$ cat config.mk
export PLATFORM = sky130hd
export DESIGN_NAME = ws2812b_capture_sequencer_flat
export DESIGN_NICKNAME = d
export VERILOG_FILES = /design/src/rtl/ws2812b_capture_sequencer_pkg.sv /design/src/rtl/ws2812b_capture_sequencer_if.sv /design/src/rtl/ws2812b_capture_sequencer.sv /design/src/flat_wrapper.sv
export SDC_FILE = /design/constraint.sdc
export NUM_CORES = 1
export LEC_CHECK = 0
export ABC_AREA = 0
export BUFFER_PORTS_ARGS = -buffer_cell sky130_fd_sc_hd__buf_2
export CORE_MARGIN = 1.5
export CORE_UTILIZATION = 35
export CTS_CLUSTER_SIZE = 16
export DETAILED_ROUTE_END_ITERATION = 6
export GPL_ROUTABILITY_DRIVEN = 0
export PLACE_DENSITY_LB_ADDON = 0.08
export SLEW_MARGIN = 15
export SYNTH_ARGS = -nofsm -noshare
export SYNTH_HDL_FRONTEND = slang
export SYNTH_SLANG_ARGS = --single-unit
export TNS_END_PERCENT = 20
$ cat constraint.sdc
create_clock -name clk -period 5.11 [get_ports clk]
set_input_delay 1.022 -clock clk [delete_from_list [all_inputs] [get_ports clk]]
set_output_delay 1.022 -clock clk [all_outputs]
set_load 0.01 [all_outputs]
$ cat src/rtl/ws2812b_capture_sequencer_pkg.sv
// Shared types and constants for the WS2812B capture sequencer.
// Byte slots follow the on-wire G-R-B order of each pixel.
package ws2812b_pkg;

  typedef enum logic [1:0] {
    SYNC,
    SKIP,
    CAPTURE,
    FORWARD
  } seq_state_e;

  localparam int BYTES_PER_PIXEL = 3;

  localparam logic [1:0] SLOT_G = 2'd0;
  localparam logic [1:0] SLOT_R = 2'd1;
  localparam logic [1:0] SLOT_B = 2'(BYTES_PER_PIXEL - 1);

endpackage

$ cat src/rtl/ws2812b_capture_sequencer_if.sv
// Byte stream from the WS2812B byte assembler.
// The master is the assembler; the sequencer is the slave.
interface ws2812b_capture_sequencer_if;

  logic       byte_valid;
  logic [7:0] byte_data;
  logic       idle;

  modport master (
    output byte_valid,
    output byte_data,
    output idle
  );

  modport slave (
    input byte_valid,
    input byte_data,
    input idle
  );

endinterface

$ cat src/rtl/ws2812b_capture_sequencer.sv
// Per-frame pixel counter that captures one chain position into
// atomic G/R/B registers and gates DOUT forwarding around it.
module ws2812b_capture_sequencer
  import ws2812b_pkg::*;
#(
  parameter int PIX_W = 8,
  parameter int FRM_W = 16
) (
  input  logic                            clk,
  input  logic                            reset,
  ws2812b_capture_sequencer_if.slave      bus,
  input  logic [PIX_W-1:0]                cfg_index,
  input  logic                            cfg_we,
  input  logic                            clear,
  output logic [7:0]                      cap_g,
  output logic [7:0]                      cap_r,
  output logic [7:0]                      cap_b,
  output logic                            cap_valid,
  output logic                            fwd_en,
  output logic [PIX_W-1:0]                active_index,
  output logic [PIX_W-1:0]                pixel_count,
  output logic [FRM_W-1:0]                frame_count,
  output logic                            overrun
);

  seq_state_e       state_q, state_d;
  logic [1:0]       byte_ctr_q, byte_ctr_d;
  logic [PIX_W-1:0] pix_q, pix_d;
  logic [PIX_W-1:0] pix_cnt_q, pix_cnt_d;
  logic [PIX_W-1:0] shadow_q, shadow_d;
  logic [PIX_W-1:0] active_q, active_d;
  logic [7:0]       stage_g_q, stage_g_d;
  logic [7:0]       stage_r_q, stage_r_d;
  logic [7:0]       cap_g_q, cap_g_d;
  logic [7:0]       cap_r_q, cap_r_d;
  logic [7:0]       cap_b_q, cap_b_d;
  logic             cap_valid_q, cap_valid_d;
  logic             overrun_q, overrun_d;
  logic [FRM_W-1:0] frame_q, frame_d;
  logic             got_byte_q, got_byte_d;
  logic             idle_d_q;
  logic             take;
  logic             cap_done;

  // Next-state: idle resets the frame, otherwise bytes walk the pixel slots.
  always_comb begin
    state_d     = state_q;
    byte_ctr_d  = byte_ctr_q;
    pix_d       = pix_q;
    pix_cnt_d   = pix_cnt_q;
    shadow_d    = shadow_q;
    active_d    = active_q;
    stage_g_d   = stage_g_q;
    stage_r_d   = stage_r_q;
    cap_g_d     = cap_g_q;
    cap_r_d     = cap_r_q;
    cap_b_d     = cap_b_q;
    cap_valid_d = cap_valid_q;
    overrun_d   = overrun_q;
    frame_d     = frame_q;
    got_byte_d  = got_byte_q;
    cap_done    = 1'b0;
    take        = bus.byte_valid && !bus.idle && (state_q != SYNC);

    if (cfg_we) shadow_d = cfg_index;

    if (bus.idle) begin
      state_d    = SKIP;
      byte_ctr_d = SLOT_G;
      pix_d      = '0;
      active_d   = shadow_d;
      got_byte_d = 1'b0;
      if (!idle_d_q && got_byte_q) frame_d = frame_q + 1'b1;
    end else begin
      if (state_q == SYNC && cfg_we) active_d = shadow_d;
      if (take) begin
        got_byte_d = 1'b1;
        byte_ctr_d = (byte_ctr_q == SLOT_B) ? SLOT_G : byte_ctr_q + 2'd1;
        if (byte_ctr_q == SLOT_B && pix_q != '1) pix_d = pix_q + 1'b1;
        pix_cnt_d = pix_d;
        unique case (state_q)
          SKIP: begin
            if (byte_ctr_q == SLOT_G && pix_q == active_q) begin
              stage_g_d = bus.byte_data;
              state_d   = CAPTURE;
            end
          end
          CAPTURE: begin
            if (byte_ctr_q == SLOT_R) begin
              stage_r_d = bus.byte_data;
            end else if (byte_ctr_q == SLOT_B) begin
              cap_g_d  = stage_g_q;
              cap_r_d  = stage_r_q;
              cap_b_d  = bus.byte_data;
              cap_done = 1'b1;
              state_d  = FORWARD;
            end
          end
          default: ;
        endcase
      end
    end

    if (clear) begin
      cap_valid_d = 1'b0;
      overrun_d   = 1'b0;
    end
    if (cap_done) begin
      cap_valid_d = 1'b1;
      if (cap_valid_q && !clear) overrun_d = 1'b1;
    end
  end

  // State and datapath registers.
  always_ff @(posedge clk) begin
    if (reset) begin
      state_q     <= SYNC;
      byte_ctr_q  <= SLOT_G;
      pix_q       <= '0;
      pix_cnt_q   <= '0;
      shadow_q    <= '0;
      active_q    <= '0;
      stage_g_q   <= '0;
      stage_r_q   <= '0;
      cap_g_q     <= '0;
      cap_r_q     <= '0;
      cap_b_q     <= '0;
      cap_valid_q <= 1'b0;
      overrun_q   <= 1'b0;
      frame_q     <= '0;
      got_byte_q  <= 1'b0;
      idle_d_q    <= 1'b0;
    end else begin
      state_q     <= state_d;
      byte_ctr_q  <= byte_ctr_d;
      pix_q       <= pix_d;
      pix_cnt_q   <= pix_cnt_d;
      shadow_q    <= shadow_d;
      active_q    <= active_d;
      stage_g_q   <= stage_g_d;
      stage_r_q   <= stage_r_d;
      cap_g_q     <= cap_g_d;
      cap_r_q     <= cap_r_d;
      cap_b_q     <= cap_b_d;
      cap_valid_q <= cap_valid_d;
      overrun_q   <= overrun_d;
      frame_q     <= frame_d;
      got_byte_q  <= got_byte_d;
      idle_d_q    <= bus.idle;
    end
  end

  // Forwarding stops as soon as the target pixel is next on the wire,
  // so its very first bit is already withheld from DOUT.
  always_comb begin
    fwd_en = 1'b0;
    unique case (state_q)
      SKIP:    fwd_en = !(byte_ctr_q == SLOT_G && pix_q == active_q);
      FORWARD: fwd_en = 1'b1;
      default: fwd_en = 1'b0;
    endcase
  end

  assign cap_g        = cap_g_q;
  assign cap_r        = cap_r_q;
  assign cap_b        = cap_b_q;
  assign cap_valid    = cap_valid_q;
  assign active_index = active_q;
  assign pixel_count  = pix_cnt_q;
  assign frame_count  = frame_q;
  assign overrun      = overrun_q;

endmodule

$ cat src/flat_wrapper.sv
// flat-port wrapper written by rule: the top's interface ports become plain ports
module ws2812b_capture_sequencer_flat import ws2812b_pkg::*;
#(
  parameter int PIX_W = 8,
  parameter int FRM_W = 16
)
  (clk, reset, cfg_index, cfg_we, clear, cap_g, cap_r, cap_b, cap_valid, fwd_en, active_index, pixel_count, frame_count, overrun, bus_byte_valid, bus_byte_data, bus_idle);
  ws2812b_capture_sequencer_if bus_i ();
  input  logic clk;
  input  logic reset;
  input  logic [PIX_W-1:0] cfg_index;
  input  logic cfg_we;
  input  logic clear;
  output logic [7:0] cap_g;
  output logic [7:0] cap_r;
  output logic [7:0] cap_b;
  output logic cap_valid;
  output logic fwd_en;
  output logic [PIX_W-1:0] active_index;
  output logic [PIX_W-1:0] pixel_count;
  output logic [FRM_W-1:0] frame_count;
  output logic overrun;
  input wire logic [$bits(bus_i.byte_valid)-1:0] bus_byte_valid;
  input wire logic [$bits(bus_i.byte_data)-1:0] bus_byte_data;
  input wire logic [$bits(bus_i.idle)-1:0] bus_idle;
  assign bus_i.byte_valid = bus_byte_valid;
  assign bus_i.byte_data = bus_byte_data;
  assign bus_i.idle = bus_idle;
  ws2812b_capture_sequencer #(.PIX_W(PIX_W), .FRM_W(FRM_W)) u_core (.clk(clk), .reset(reset), .bus(bus_i), .cfg_index(cfg_index), .cfg_we(cfg_we), .clear(clear), .cap_g(cap_g), .cap_r(cap_r), .cap_b(cap_b), .cap_valid(cap_valid), .fwd_en(fwd_en), .active_index(active_index), .pixel_count(pixel_count), .frame_count(frame_count), .overrun(overrun));
endmodule
== Word-level counts from Yosys, hierarchy flattened ==
Cells that the tools add are included.

* Input bits: 22
* RAM bits: 0
* Bits in registers: 96
* Logic and storage cells: 84
* Latch bits: 0
* Memory bits (read-only): 0
* Memories kept: 0
* Output and inout bits: 59

* Eq/ne operators: 13
* Bitwise logic cells: 2
* Muxes and demuxes: 22
* Multipliers: 0
* Div/mod/pow operators: 0
* Shift operators: 0
* Order comparisons: 0
* Add/sub/neg operators: 3
* Reduce and logical (&&, ||, !) cells: 27

{| class="wikitable"
|+ Operators by type and width
! cell !! number
|-
| two-way mux 8 bit || 4
|-
| adder 16 x 1 -> 16 bit (second input constant) || 1
|-
| AND reduction 5 bit || 3
|-
| two-way mux 1 bit || 12
|-
| nonzero test 2 bit || 5
|-
| adder 8 x 1 -> 8 bit (second input constant) || 1
|-
| equality test 8 bit || 1
|-
| two-way mux 2 bit || 4
|-
| inequality test 8 bit (second input constant) || 1
|-
| AND reduction 4 bit || 2
|-
| logical AND 1 bit || 7
|-
| equality test 2 bit (second input constant) || 3
|-
| inequality test 3 x 2 -> 1 bit (second input constant) || 2
|-
| equality test 2 x 1 -> 1 bit (second input constant) || 2
|-
| logical NOT 1 bit || 4
|-
| logical NOT 2 bit || 2
|-
| inequality test 2 x 1 -> 1 bit (second input constant) || 2
|-
| one-hot mux 2 bit (2 select lines) || 1
|-
| AND reduction 2 bit || 2
|-
| inequality test 3 bit (second input constant) || 1
|-
| nonzero test 3 bit || 1
|-
| adder 2 x 1 -> 2 bit (second input constant) || 1
|-
| inequality test 2 bit (second input constant) || 1
|-
| inverter 1 bit || 2
|-
| 2 further kinds || 2
|}

== Logic depth before layout (Yosys ltp) ==
* Depth after elaboration: 7
* Gate-level depth with buffers: 7

== Worst setup path after synthesis ==
No wires, ideal clock.

* Path type: input to register
* Start point: in bus_idle
* End point: reg u_core.frame_q[13], in the netlist u_core.frame_count[13]
* Slack: 2.770 ns
* Arrival time: 2.269 ns
* Setup time: 0.070 ns
* Stages on the path: 7
* Path buffers: 3
* Path through: buf_4 -> and4b_1 -> buf_4 -> nand3_2 -> buf_2 -> or4_1 -> a21oi_1

* Cells in the longest elaborated chain, start to end: 1

{| class="wikitable"
|+ Ends and longest elaborated chain
! item !! RTL line !! RTL
|-
| from (decl) || flat_wrapper.sv:25 || <nowiki>input wire logic [$bits(bus_i.idle)-1:0] bus_idle;</nowiki>
|-
| AND reduction 2 bit (no line) || -- ||
|-
| to (signal assigned) || ws2812b_capture_sequencer.sv:147 || <nowiki>frame_q <= frame_d;</nowiki>
|-
| to (decl) || ws2812b_capture_sequencer.sv:39 || <nowiki>logic [FRM_W-1:0] frame_q, frame_d;</nowiki>
|}

Every way passes these cells.
A chain may end at the register's enable or synchronous reset.

== Worst setup path after layout ==
* Start point: reg u_core.pix_q[7]
* End point: out fwd_en

* Cells in the longest elaborated chain, start to end: 4

{| class="wikitable"
|+ Ends and longest elaborated chain
! item !! RTL line !! RTL
|-
| from (decl) || ws2812b_capture_sequencer.sv:28 || <nowiki>logic [PIX_W-1:0] pix_q, pix_d;</nowiki>
|-
| from (signal assigned) || ws2812b_capture_sequencer.sv:136 || <nowiki>pix_q <= pix_d;</nowiki>
|-
| equality test 8 bit || ws2812b_capture_sequencer.sv:158 || <nowiki>SKIP: fwd_en = !(byte_ctr_q == SLOT_G && pix_q == active_q);</nowiki>
|-
| logical AND 1 bit || ws2812b_capture_sequencer.sv:158 ||
|-
| logical NOT 1 bit || ws2812b_capture_sequencer.sv:158 ||
|-
| one-hot mux 1 bit (2 select lines) || ws2812b_capture_sequencer.sv:157 || <nowiki>unique case (state_q)</nowiki>
|-
| to (decl) || flat_wrapper.sv:18 || <nowiki>output logic fwd_en;</nowiki>
|}

Every way passes these cells.

==> results.toml <==
[synthesis]
yosysTopAreaCellShare_pct = 47.70
syn_area_per_cell_um2 = 8.973
ys_async_sr_fraction_pct = 0
syn-num-nets = 473
synth_compound_area_share_pct = 14.04
seq_area_frac_synth_pct = 47.70
synth-adder-area-share_pct = 0.6211
synth_most_common_cell = "dfxtp_1"
synth-edff-count = 0
synth_largest_area_cell = "dfxtp_1"
netlist_instances = 449
synth-main-ff-cell = "dfxtp_1"
synth_cell_type_count = 53
synthesis.area_mm2 = 0.004029
synth.area.top_cells = "dfxtp_1 (48%), mux2i_1 (6.7%), a21oi_1 (6.0%)"
synthMuxAreaShare_pct = 6.708
yosys_register_bits = 96
synth_top_family_by_area = "simple AND/OR/NAND/NOR gates"
synth_warnings = 0
yosys.area_share.xor_xnor_pct = 4.130
ys_top_cells_by_count = "dfxtp_1 (96), nand2_1 (59), a21oi_1 (48)"
synth-simple-area-share_pct = 22.92

[drt]
drt-initial-drc-count = 115
drc = 0
drt-pass1-iter-count = 4
wl_mm = 9.013
avgRoutedWirePerCell_um = 13.66
vias = 3270
ant_nets = 0
vias_per_cell = 4.955

[hold_path]
hp-class = "reg2reg"
holdPathStages = 2

[run]
cap_violations = 0

[cells_and_area]
layout.nets = 539
diodes = 0
drive_above_1_share_pct = 21.35
layoutNonFillerInstCount = 660
area_growth_pct = 18.94

[sta]
min_period_ns = 2.836
finalMaxSlewViolations = 0
setup_viol = 0
tns_ns = 0
rsz0062_at_grt = "no"
hold_violations = 0
tightest_slew_ns = 1.073
timing.final.crit_share_pct = 55.50
hold_ws_ns = 0.4431
max_freq_mhz = 352.6
slew_headroom_pct = 28.06
skew_ns = 0.006150

[clock_tree]
cts.sinks = 96
cts_htree_levels = 3
clock-root-buffer = "clkbuf_16"
cts_tree = "built"
worstSkewPairLatency_ns = 0.34
postCtsSetupBuffers = 0
clockBufferDepth = 2
cts_resized = 0
clk_pin_slew_worst_paths_ns = 0.07
ctsHoldBuffers = 0
cts_buffers = 9

[setup_path]
crit_arrival_ns = 1.81
worstPathMaxFanout = 9
critPathSlowestCell = "dfxtp_1"
path_cells = "xnor2_1 -> nand4_1 -> nor3_1 -> a21boi_0 -> buf_2"
cp_slowest_stage_delay_ns = 0.54
worstSetupPathType = "reg2out"
startpoint_type = "flip-flop"
cp_data_required_time_ns = 4.09
endpoint_kind = "primary output"
r2r_cells = 4

[die]
core_mm2 = 0.01103
fp.dieH_um = 110.3
dieArea_mm2 = 0.01216
start_util_pct = 36.52
fp-row-count = 38
ios = 81
die_x_um = 110.3

[placement]
port_buffers = 80
post-dp-hpwl_mm = 6.112
place_inst = 643

[power_and_ir_drop]
p_leak_nw = 1.904
pwr_density_cell_mw_per_mm2 = 314.6
ir_worst_vdd_v = 0.0001878

[global_routing]
gr-total-overflow = 0
grt_pass1_wl_mm = 14.50
grt_use_total_pct = 15.39
grt_max_degree = 56
grt_pass1_vias = 3035
antenna_found_initial = 0

[outcome]
status = "finished clean"
[worst max-delay path: cells and delay by family, from the launching register on]
kind / cells / cell delay [ns]
AO/OA/AOI/OAI: 1 / 0.16
flip-flops: 1 / 0.54
AND/OR/NAND/NOR: 2 / 0.42
buffers and inverters: 1 / 0.17
XOR/XNOR: 1 / 0.18
[area by class of cell]
class / instances / area [um^2]
well taps: 140 / 175.2
flip-flops and latches: 96 / 1922
multi-input cells: 319 / 1959
clock inverters: 7 / 61.31
fillers: 1133 / 6238
inverters: 6 / 22.52
repair buffers: 83 / 426.7
clock buffers: 9 / 225.2
[per-stage QoR]
stage                     setup slack, ns  util [%]  power (mW)  cell area, um^2
final                               2.274     43.44       1.508             4792
after global routing                2.055     43.44       1.568             4792
after CTS                           2.217     43.34       1.534             4781
after detailed placement            2.207     40.74      0.8765             4494
after global placement              2.273     40.74      0.8758             4494
after floorplan                     2.770         -      0.8462             4029
[path summary, 6_finish.rpt]
path / startpoint / slack, ns / endpoint
worst min register to register: u_core.stage_r_q[0] / 0.44 / u_core.cap_r[0]
worst max register to register: u_core.state_q[0] / 3.13 / u_core.pix_q[6]
worst min-delay path: u_core.stage_r_q[0] / 0.44 / u_core.cap_r[0]
worst max-delay path: u_core.pix_q[7] / 2.27 / fwd_en
[state kept, by name (all words and copies together), names as in the netlist]
signal	flops
u_core.active_index	8
u_core.cap_valid	1
u_core.byte_ctr_q	2
u_core.shadow_q	8
u_core.cap_g	8
u_core.state_q	2
u_core.overrun	1
u_core.pix_q	8
u_core.cap_b	8
u_core.got_byte_q	1
u_core.stage_g_q	8
u_core.idle_d_q	1
u_core.stage_r_q	8
u_core.cap_r	8
u_core.pixel_count	8
u_core.frame_count	16
[report_power, final]
part	internal, mW	switching, mW
registers	0.761	0.0107
clock network	0.340	0.310
logic	0.0346	0.0513
[layer usage]
layer | part of all wire (%) | GRT usage [%] | vias to the layer above
met5 | 0 | 0 | -
met4 | 1.3 | 5.495 | 0
met3 | 4.5 | 4.174 | 9
met2 | 44 | 24.38 | 59
met1 | 50 | 20.10 | 1498
li1 | - | - | 1704
[logic make-up (layout without fill, tap and decap cells)]
| family | Yosys count | count (layout) |
|---|---|---|
| AND/OR/NAND/NOR | 180 | 180 |
| flip-flops | 96 | 96 |
| AO/OA/AOI/OAI | 91 | 91 |
| buffers and inverters | 34 | 105 |
| multiplexers | 27 | 27 |
| XOR/XNOR | 19 | 19 |
| adder cells (fa/ha/maj) | 2 | 2 |
[cells in the final DEF, fill, tap and decap left out, types with 7 or more instances in the layout]
| cell | count |
|---|---|
| a211oi_1 | 11 |
| a21oi_1 | 48 |
| buf_2 | 80 |
| clkbuf_16 | 9 |
| dfxtp_1 | 96 |
| mux2i_1 | 27 |
| nand2_1 | 59 |
| nand2b_1 | 20 |
| nand3_1 | 10 |
| nand4_1 | 8 |
| nor2_1 | 43 |
| o21ai_0 | 9 |
| or3_1 | 7 |
| xnor2_1 | 11 |
| xor2_1 | 8 |
No activity file was read; power rests on OpenSTA's default activity.
